[src/rtl/clk_mux_ctrl_nway.sv]
// clk_mux_ctrl_nway
// Sequencer for glitch-free selection among NUM_CLK clock sources.
// A select request arrives on a valid/ready handshake. A real switch drops
// every gate enable for OFF_CYCLES cycles (break), then raises the new
// source's enable and waits ON_CYCLES cycles (make) before pulsing sel_done.
// Requests for the current source or for an out-of-range index answer in one
// cycle without touching the gates. All outputs come straight from flops.
`timescale 1ns/1ps

module clk_mux_ctrl_nway #(
  parameter int NUM_CLK    = 4,
  parameter int SEL_W      = $clog2(NUM_CLK),
  parameter int DEF_SEL    = 0,
  parameter int OFF_CYCLES = 8,
  parameter int ON_CYCLES  = 8,
  parameter int CNT_W      = 8
) (
  input  logic               clk,
  input  logic               rst,
  input  logic               sel_req_valid,
  input  logic [SEL_W-1:0]   sel_req_id,
  output logic               sel_req_ready,
  output logic               sel_done,
  output logic               err_bad_sel,
  output logic [NUM_CLK-1:0] gate_en,
  output logic [SEL_W-1:0]   cur_sel,
  output logic               switching
);

  typedef enum logic [1:0] {
    ST_IDLE = 2'd0,
    ST_OFF  = 2'd1,
    ST_ON   = 2'd2,
    ST_RESP = 2'd3
  } state_t;

  // Counter reload values: the counter runs interval-1 down to zero.
  localparam logic [SEL_W-1:0] DEF_SEL_L = SEL_W'(DEF_SEL);
  localparam logic [CNT_W-1:0] OFF_LOAD  = CNT_W'(OFF_CYCLES - 1);
  localparam logic [CNT_W-1:0] ON_LOAD   = CNT_W'(ON_CYCLES - 1);
  localparam logic [CNT_W-1:0] CNT_ONE   = CNT_W'(1'b1);
  localparam logic [CNT_W-1:0] CNT_ZERO  = {CNT_W{1'b0}};

  // Decode a source index into a gate-enable vector.
  function automatic logic [NUM_CLK-1:0] onehot(input logic [SEL_W-1:0] idx);
    logic [NUM_CLK-1:0] v;
    v = {NUM_CLK{1'b0}};
    for (int i = 0; i < NUM_CLK; i++) begin
      if (SEL_W'(i) == idx) begin
        v[i] = 1'b1;
      end else begin
        v[i] = 1'b0;
      end
    end
    return v;
  endfunction

  // An index is bad when it names a source that does not exist; only
  // possible when NUM_CLK is not a power of two.
  function automatic logic is_bad_sel(input logic [SEL_W-1:0] idx);
    return (int'(idx) >= NUM_CLK);
  endfunction

  state_t               state_q,     state_d;
  logic [SEL_W-1:0]     target_q,    target_d;
  logic [CNT_W-1:0]     cnt_q,       cnt_d;
  logic [NUM_CLK-1:0]   gate_en_q,   gate_en_d;
  logic [SEL_W-1:0]     cur_sel_q,   cur_sel_d;
  logic                 ready_q,     ready_d;
  logic                 done_q,      done_d;
  logic                 err_q,       err_d;
  logic                 switching_q, switching_d;

  // Next-state and next-output logic for the switch sequencer.
  always_comb begin
    state_d     = state_q;
    target_d    = target_q;
    cnt_d       = cnt_q;
    gate_en_d   = gate_en_q;
    cur_sel_d   = cur_sel_q;
    ready_d     = ready_q;
    switching_d = switching_q;
    done_d      = 1'b0;
    err_d       = 1'b0;

    case (state_q)
      ST_IDLE: begin
        if (sel_req_valid && ready_q) begin
          target_d = sel_req_id;
          ready_d  = 1'b0;
          if (is_bad_sel(sel_req_id)) begin
            state_d = ST_RESP;
            err_d   = 1'b1;
          end else if (sel_req_id == cur_sel_q) begin
            state_d = ST_RESP;
            done_d  = 1'b1;
          end else begin
            // Break: every enable drops before the new one may rise.
            state_d     = ST_OFF;
            gate_en_d   = {NUM_CLK{1'b0}};
            switching_d = 1'b1;
            cnt_d       = OFF_LOAD;
          end
        end else begin
          ready_d = 1'b1;
        end
      end

      ST_OFF: begin
        if (cnt_q == CNT_ZERO) begin
          // Make: enable the target and report it as current together.
          state_d   = ST_ON;
          gate_en_d = onehot(target_q);
          cur_sel_d = target_q;
          cnt_d     = ON_LOAD;
        end else begin
          cnt_d = cnt_q - CNT_ONE;
        end
      end

      ST_ON: begin
        if (cnt_q == CNT_ZERO) begin
          state_d     = ST_RESP;
          done_d      = 1'b1;
          switching_d = 1'b0;
        end else begin
          cnt_d = cnt_q - CNT_ONE;
        end
      end

      ST_RESP: begin
        state_d = ST_IDLE;
        ready_d = 1'b1;
      end

      default: begin
        // Unreachable encoding: fall back to a safe idle on the current source.
        state_d     = ST_IDLE;
        ready_d     = 1'b1;
        switching_d = 1'b0;
        gate_en_d   = onehot(cur_sel_q);
        cnt_d       = CNT_ZERO;
      end
    endcase
  end

  // State and output registers with synchronous reset to the default source.
  always_ff @(posedge clk) begin
    if (rst) begin
      state_q     <= ST_IDLE;
      target_q    <= DEF_SEL_L;
      cnt_q       <= CNT_ZERO;
      gate_en_q   <= onehot(DEF_SEL_L);
      cur_sel_q   <= DEF_SEL_L;
      ready_q     <= 1'b1;
      done_q      <= 1'b0;
      err_q       <= 1'b0;
      switching_q <= 1'b0;
    end else begin
      state_q     <= state_d;
      target_q    <= target_d;
      cnt_q       <= cnt_d;
      gate_en_q   <= gate_en_d;
      cur_sel_q   <= cur_sel_d;
      ready_q     <= ready_d;
      done_q      <= done_d;
      err_q       <= err_d;
      switching_q <= switching_d;
    end
  end

  assign sel_req_ready = ready_q;
  assign sel_done      = done_q;
  assign err_bad_sel   = err_q;
  assign gate_en       = gate_en_q;
  assign cur_sel       = cur_sel_q;
  assign switching     = switching_q;

endmodule

[config.mk]
export PLATFORM = sky130hd
export DESIGN_NAME = clk_mux_ctrl_nway
export DESIGN_NICKNAME = d
export VERILOG_FILES = /design/src/rtl/clk_mux_ctrl_nway.sv
export SDC_FILE = /design/constraint.sdc
export NUM_CORES = 1
export LEC_CHECK = 0
export ABC_AREA = 0
export ABC_CLOCK_PERIOD_IN_PS = 2800
export CAP_MARGIN = 40
export CORE_MARGIN = 3
export CORE_UTILIZATION = 58
export DETAILED_ROUTE_END_ITERATION = 10
export GPL_TIMING_DRIVEN = 0
export PLACE_DENSITY = 0.84
export REMOVE_ABC_BUFFERS = 1
export SYNTH_ARGS = -nofsm -noshare
export SYNTH_HDL_FRONTEND = slang
export SYNTH_SLANG_ARGS = --single-unit
[constraint.sdc]
create_clock -name clk -period 2.8 [get_ports clk]
set_input_delay 0.56 -clock clk [delete_from_list [all_inputs] [get_ports clk]]
set_output_delay 0.56 -clock clk [all_outputs]
set_load 0.03 [all_outputs]
* Yosys cells after proc, flatten, opt, wreduce, memory -nomap -nowiden
Index checks and enable logic that the tools add are counted.
** Storage, ports and cells
- Register bits :: 21
- Input bits :: 5
- Output and inout port bits :: 10
- Logic and storage cells :: 63
** Cells by class
- Add/subtract/negate cells :: 1
- Eq/ne operators :: 12
- Muxes and demuxes :: 28
- Reduce and logical (&&, ||, !) cells :: 14
** Operators with widths (number)
- two-way mux 8 bit :: 4
- case mux 8 bit (3 select lines) :: 1
- two-way mux 4 bit :: 3
- AND reduction 4 bit :: 3
- two-way mux 1 bit :: 11
- inequality test 2 bit (second input constant) :: 5
- zero test 8 bit :: 1
- two-way mux 2 bit :: 4
- case mux 2 bit (4 select lines) :: 1
- case mux 4 bit (2 select lines) :: 1
- subtractor 8 x 1 -> 8 bit (second input constant) :: 1
- case mux 1 bit (2 select lines) :: 3
- nonzero test 2 bit :: 3
- equality test 2 bit (first input constant) :: 2
- equality test 2 bit (second input constant) :: 2
- zero test 2 bit :: 2
- AND reduction 2 bit :: 2
- AND reduction 3 bit :: 1
- nonzero test 3 bit :: 1
- equality test 1 x 2 -> 1 bit (first input constant) :: 1
- equality test 2 x 1 -> 1 bit (second input constant) :: 1
- equality test 2 bit :: 1
- logical AND 1 bit :: 1

* Depth between registers and ports, before layout
- Depth in word-level cells :: 4
- Mapped depth :: 8
- Mapped depth without buffers :: 7

* Least setup slack after synthesis
No wires, ideal clock.
- Kind :: register to register
- Start :: register cnt_q[0]
- End :: register gate_en_q[0], in the netlist gate_en[0]
- Setup time :: 0.127 ns
- Arrival time :: 1.678 ns
- Data required time :: 2.673 ns
- Slack :: 0.995 ns
- Cell stages (with the launch flop) :: 8
- Path buffers :: 0
- Clock period less this slack :: 1.805 ns
- Cells stage by stage :: dfxtp_1 inv_1 ha_1 nor4b_4 nand3_4 a22oi_4 nor2b_1 or3_1
** On the way
- Word-level cells in the longest chain between the ends :: 3
** Ends and longest elaborated chain
- start: declaration :: RTL line 66 : logic [CNT_W-1:0] cnt_q, cnt_d;
- start signal: assignment :: RTL line 162 : cnt_q <= cnt_d;
- zero test 8 bit :: RTL line 110 : if (cnt_q == CNT_ZERO) begin
- inequality test 2 bit (no source line)
- AND reduction 4 bit (no source line)
- end signal: assignment :: RTL line 153 : gate_en_q <= onehot(DEF_SEL_L);
- end signal: assignment :: RTL line 163 : gate_en_q <= gate_en_d;
- end: declaration :: RTL line 67 : logic [NUM_CLK-1:0] gate_en_q, gate_en_d;
Every way passes these cells.
A chain may end at the register's enable or synchronous reset.

* Final worst setup path
- Start :: input sel_req_id[0]
- End :: register cnt_q[7]
** On the way
- Word-level cells in the longest chain between the ends :: 3
** Ends and longest elaborated chain
- start: declaration :: RTL line 21 : input logic [SEL_W-1:0] sel_req_id,
- equality test 2 bit :: RTL line 94 : end else if (sel_req_id == cur_sel_q) begin
- inequality test 2 bit (no source line)
- AND reduction 4 bit (no source line)
Every way passes these cells.

==> impl_results.md <==
* Status: completed
* Worst R2R Path Depth at 7
* Post-CTS setup buffer count at 0
* Hold slack at 479 ps
* Final wirelength at 2420 microns
* Hold Path Sink: gate_en[3]
* First-pass GRT wire length at 4190 microns
* Area growth syn-to-layout at 12.9%
* CP bufs+invs at 1
* CTS Hold Buffers Added at 0
* Number of global-route vias before repair at 957
* Commonest non-fill, non-tap cell in the layout: dfxtp_1
* Die Area at 0.00261 sq mm
* DR iter-0 viols at 29
* I/O Buffers at 13
* Flop2flop setup slack at 560 ps
* Reg clk slew, reported paths at 130 ps
* CTS tree: yes
* Final WS setup at 408 ps
* Post-synth EDFFs at 0
* Total grt overflow at 0
* Crit path capture type: flop
* Share of cells above drive strength 1 at 6.00%
* GP Congestion at 0.748
* Maximum vdd ir drop at 0.870 mV
* Drt drc at 0
* Synth Area per Inst at 8.50 sq um
* Crit-path max FO at 12
* Synth Register Bits at 21
* Pre-antenna DRT Iters at 4
* Die Y at 51.1 microns
* RSZ-0062 raised after global routing: false
* Max-cap violation count at 0
* Largest net degree at the start of global routing at 24
* Fin. Hold Viols at 0
* RR Startpoint: cnt_q[0]
* Critical Path AT at 2580 ps
* Post-Syn Area at 0.00118 sq mm
* Gate Count Post-Synth at 139
* Slowest cell on crit path: a21oi_1
* Setup WS pre-CTS at 92.7 ps
* Crit path cell chain: clkdlybuf4s50_1 > xor2_1 > o21bai_1 > a21oi_1 > a21boi_0 > o32ai_1
* Die X-Extent at 51.1 microns
* Root Buffer: clkbuf_4
* Measured slew at the worst slew-check pin at 835 ps
* Detailed placement HPWL at 1760 microns
* Hold Startpoint: gate_en[3]
* Per-cell routed wire length at 13.8 microns
* FF-to-FF End: cnt_q[7]
* CP top delay family: compound AO/OA/AOI/OAI gates
* Power density over the cells at 1010 mW/mm^2
* Final setup viols at 0
* Antenna Nets Post-Route at 0
* F_max at 0.418 GHz
* Most frequent cells in the layout: 21 x dfxtp_1, 20 x nor2_1, 13 x clkdlybuf4s50_1
* Worst stage delay on the critical path at 710 ps
* Final clock skew at 12.0 ps
* Seq/Total Area, Yosys at 35.6%
* PostCTS Resize Cnt at 0
* Nets@finish at 161
* Startpoint types: primary input
* Core area at 0.00182 sq mm
* Period utilization at 85.4%
* ANT cells at 0
* Slew Viols, Final at 0
* Top_reg_cell synth: dfxtp_1
* CTS sink count at 21
* CTS Buf Count at 3
* Setup CP Type: primary input to flop
* Req. time, crit path at 2990 ps
* Pleak at 0.509 nW
* Latest clock arrival within the worst-skew pair at 310 ps
* Setup_tns at 0 ps
* HP Class: flop to flop
* Initial Util at 64.9%
* Ratio of routed vias to standard cells at 5.97
* Share of flip-flops with an asynchronous set or reset at 0%
* Total power at 0.00134 W
* Gr usage total at 20.9%
* Unique cell type count in the Yosys netlist at 38
* Antenna violations before repair at 0
* Number of cell rows at 15
* IO Pins at 15
* Worst-case clock buffer depth at 2
* H-tree depth at 1
* Slew HR at 44.3%
* Total of warnings raised by yosys at 0
* DR vias at 1044
* Final min period at 2390 ps
* Hold Path Depth at 2
## registers in the layout, summed over array words and instances (netlist names)
signal,count
sel_req_ready,1
switching,1
cur_sel,2
target_q,2
state_q,2
cnt_q,8
sel_done,1
gate_en,4
## layout make-up
class                   instances  area (sq um)
clock inverters                 1          5.00
multi-input cells             107           706
inverters                       5          18.8
fillers                       152           487
clock buffers                   3          22.5
flip-flops and latches         21           420
well taps                      25          31.3
repair buffers                 13           130
## layer usage
metal  wire length (microns)  track usage (%)
met5                       0                0
met3                     108             2.92
met2                    1120             33.3
met4                      55             11.2
met1                    1140             27.2
## synth_stat cells, drive strengths merged, types with 3 or more instances
cell type	n	area (sq um)
a211oi	3	22.5
dfxtp	21	420
a21oi	9	45.0
a31oi	4	25.0
o21ai	6	30.0
nand3	6	42.5
nand2b	7	43.8
nor3	4	25.0
o21bai	3	22.5
or3	3	18.8
ha	5	62.6
nand4b	3	26.3
buf	4	28.8
inv	5	18.8
nor2	20	75.1
mux2i	4	40.0
nand2	7	26.3
## metrics by stage
stage | cell area, sq um | cells | util, %
after floorplan | 1140 | 133 | -
after global placement | 1310 | 171 | 71.8
after detailed placement | 1310 | 171 | 71.8
after CTS | 1330 | 175 | 73.3
after global routing | 1330 | 175 | 73.3
final | 1330 | 175 | 73.3
## worst max-delay path by stage
| stage | start | to | slack, ps | cells past startpoint |
|---|---|---|---|---|
| floorplan | cnt_q[0] | cnt_q[7] | 900 | 7 |
| global placement | sel_req_id[0] | cnt_q[7] | 170 | 6 |
| detailed placement | sel_req_id[0] | cnt_q[7] | 90 | 6 |
| CTS | sel_req_id[0] | cnt_q[7] | 420 | 6 |
| global route | sel_req_id[0] | cnt_q[2] | 260 | 6 |
| finish | sel_req_id[0] | cnt_q[7] | 410 | 6 |
## report_power, final
| part | leakage (nW) | internal [W] | total, W | switching [W] |
|---|---|---|---|---|
| combinational | 0.320 | 0.000307 | 0.000762 | 0.000454 |
| clock | 0.0177 | 0.0000534 | 0.000151 | 0.0000972 |
| sequential | 0.172 | 0.000366 | 0.000429 | 0.0000626 |
| total | 0.509 | 0.000727 | 0.00134 | 0.000614 |
## tightest hold or removal path: stages (launching register included)
cell and delay (ps):
dfxtp_1 330, nand2b_1 60, a21oi_1 50
## logic make-up after synthesis
group	after synthesis	synth area share (%)
other cells	1	0.317
mux	4	3.39
fa+ha+maj	5	5.30
flops	21	35.6
compound gates	34	19.2
xor+xnor	2	1.48
buf+inv	11	4.66
simple gates	61	30.1
(Power assumes the default switching activity.)
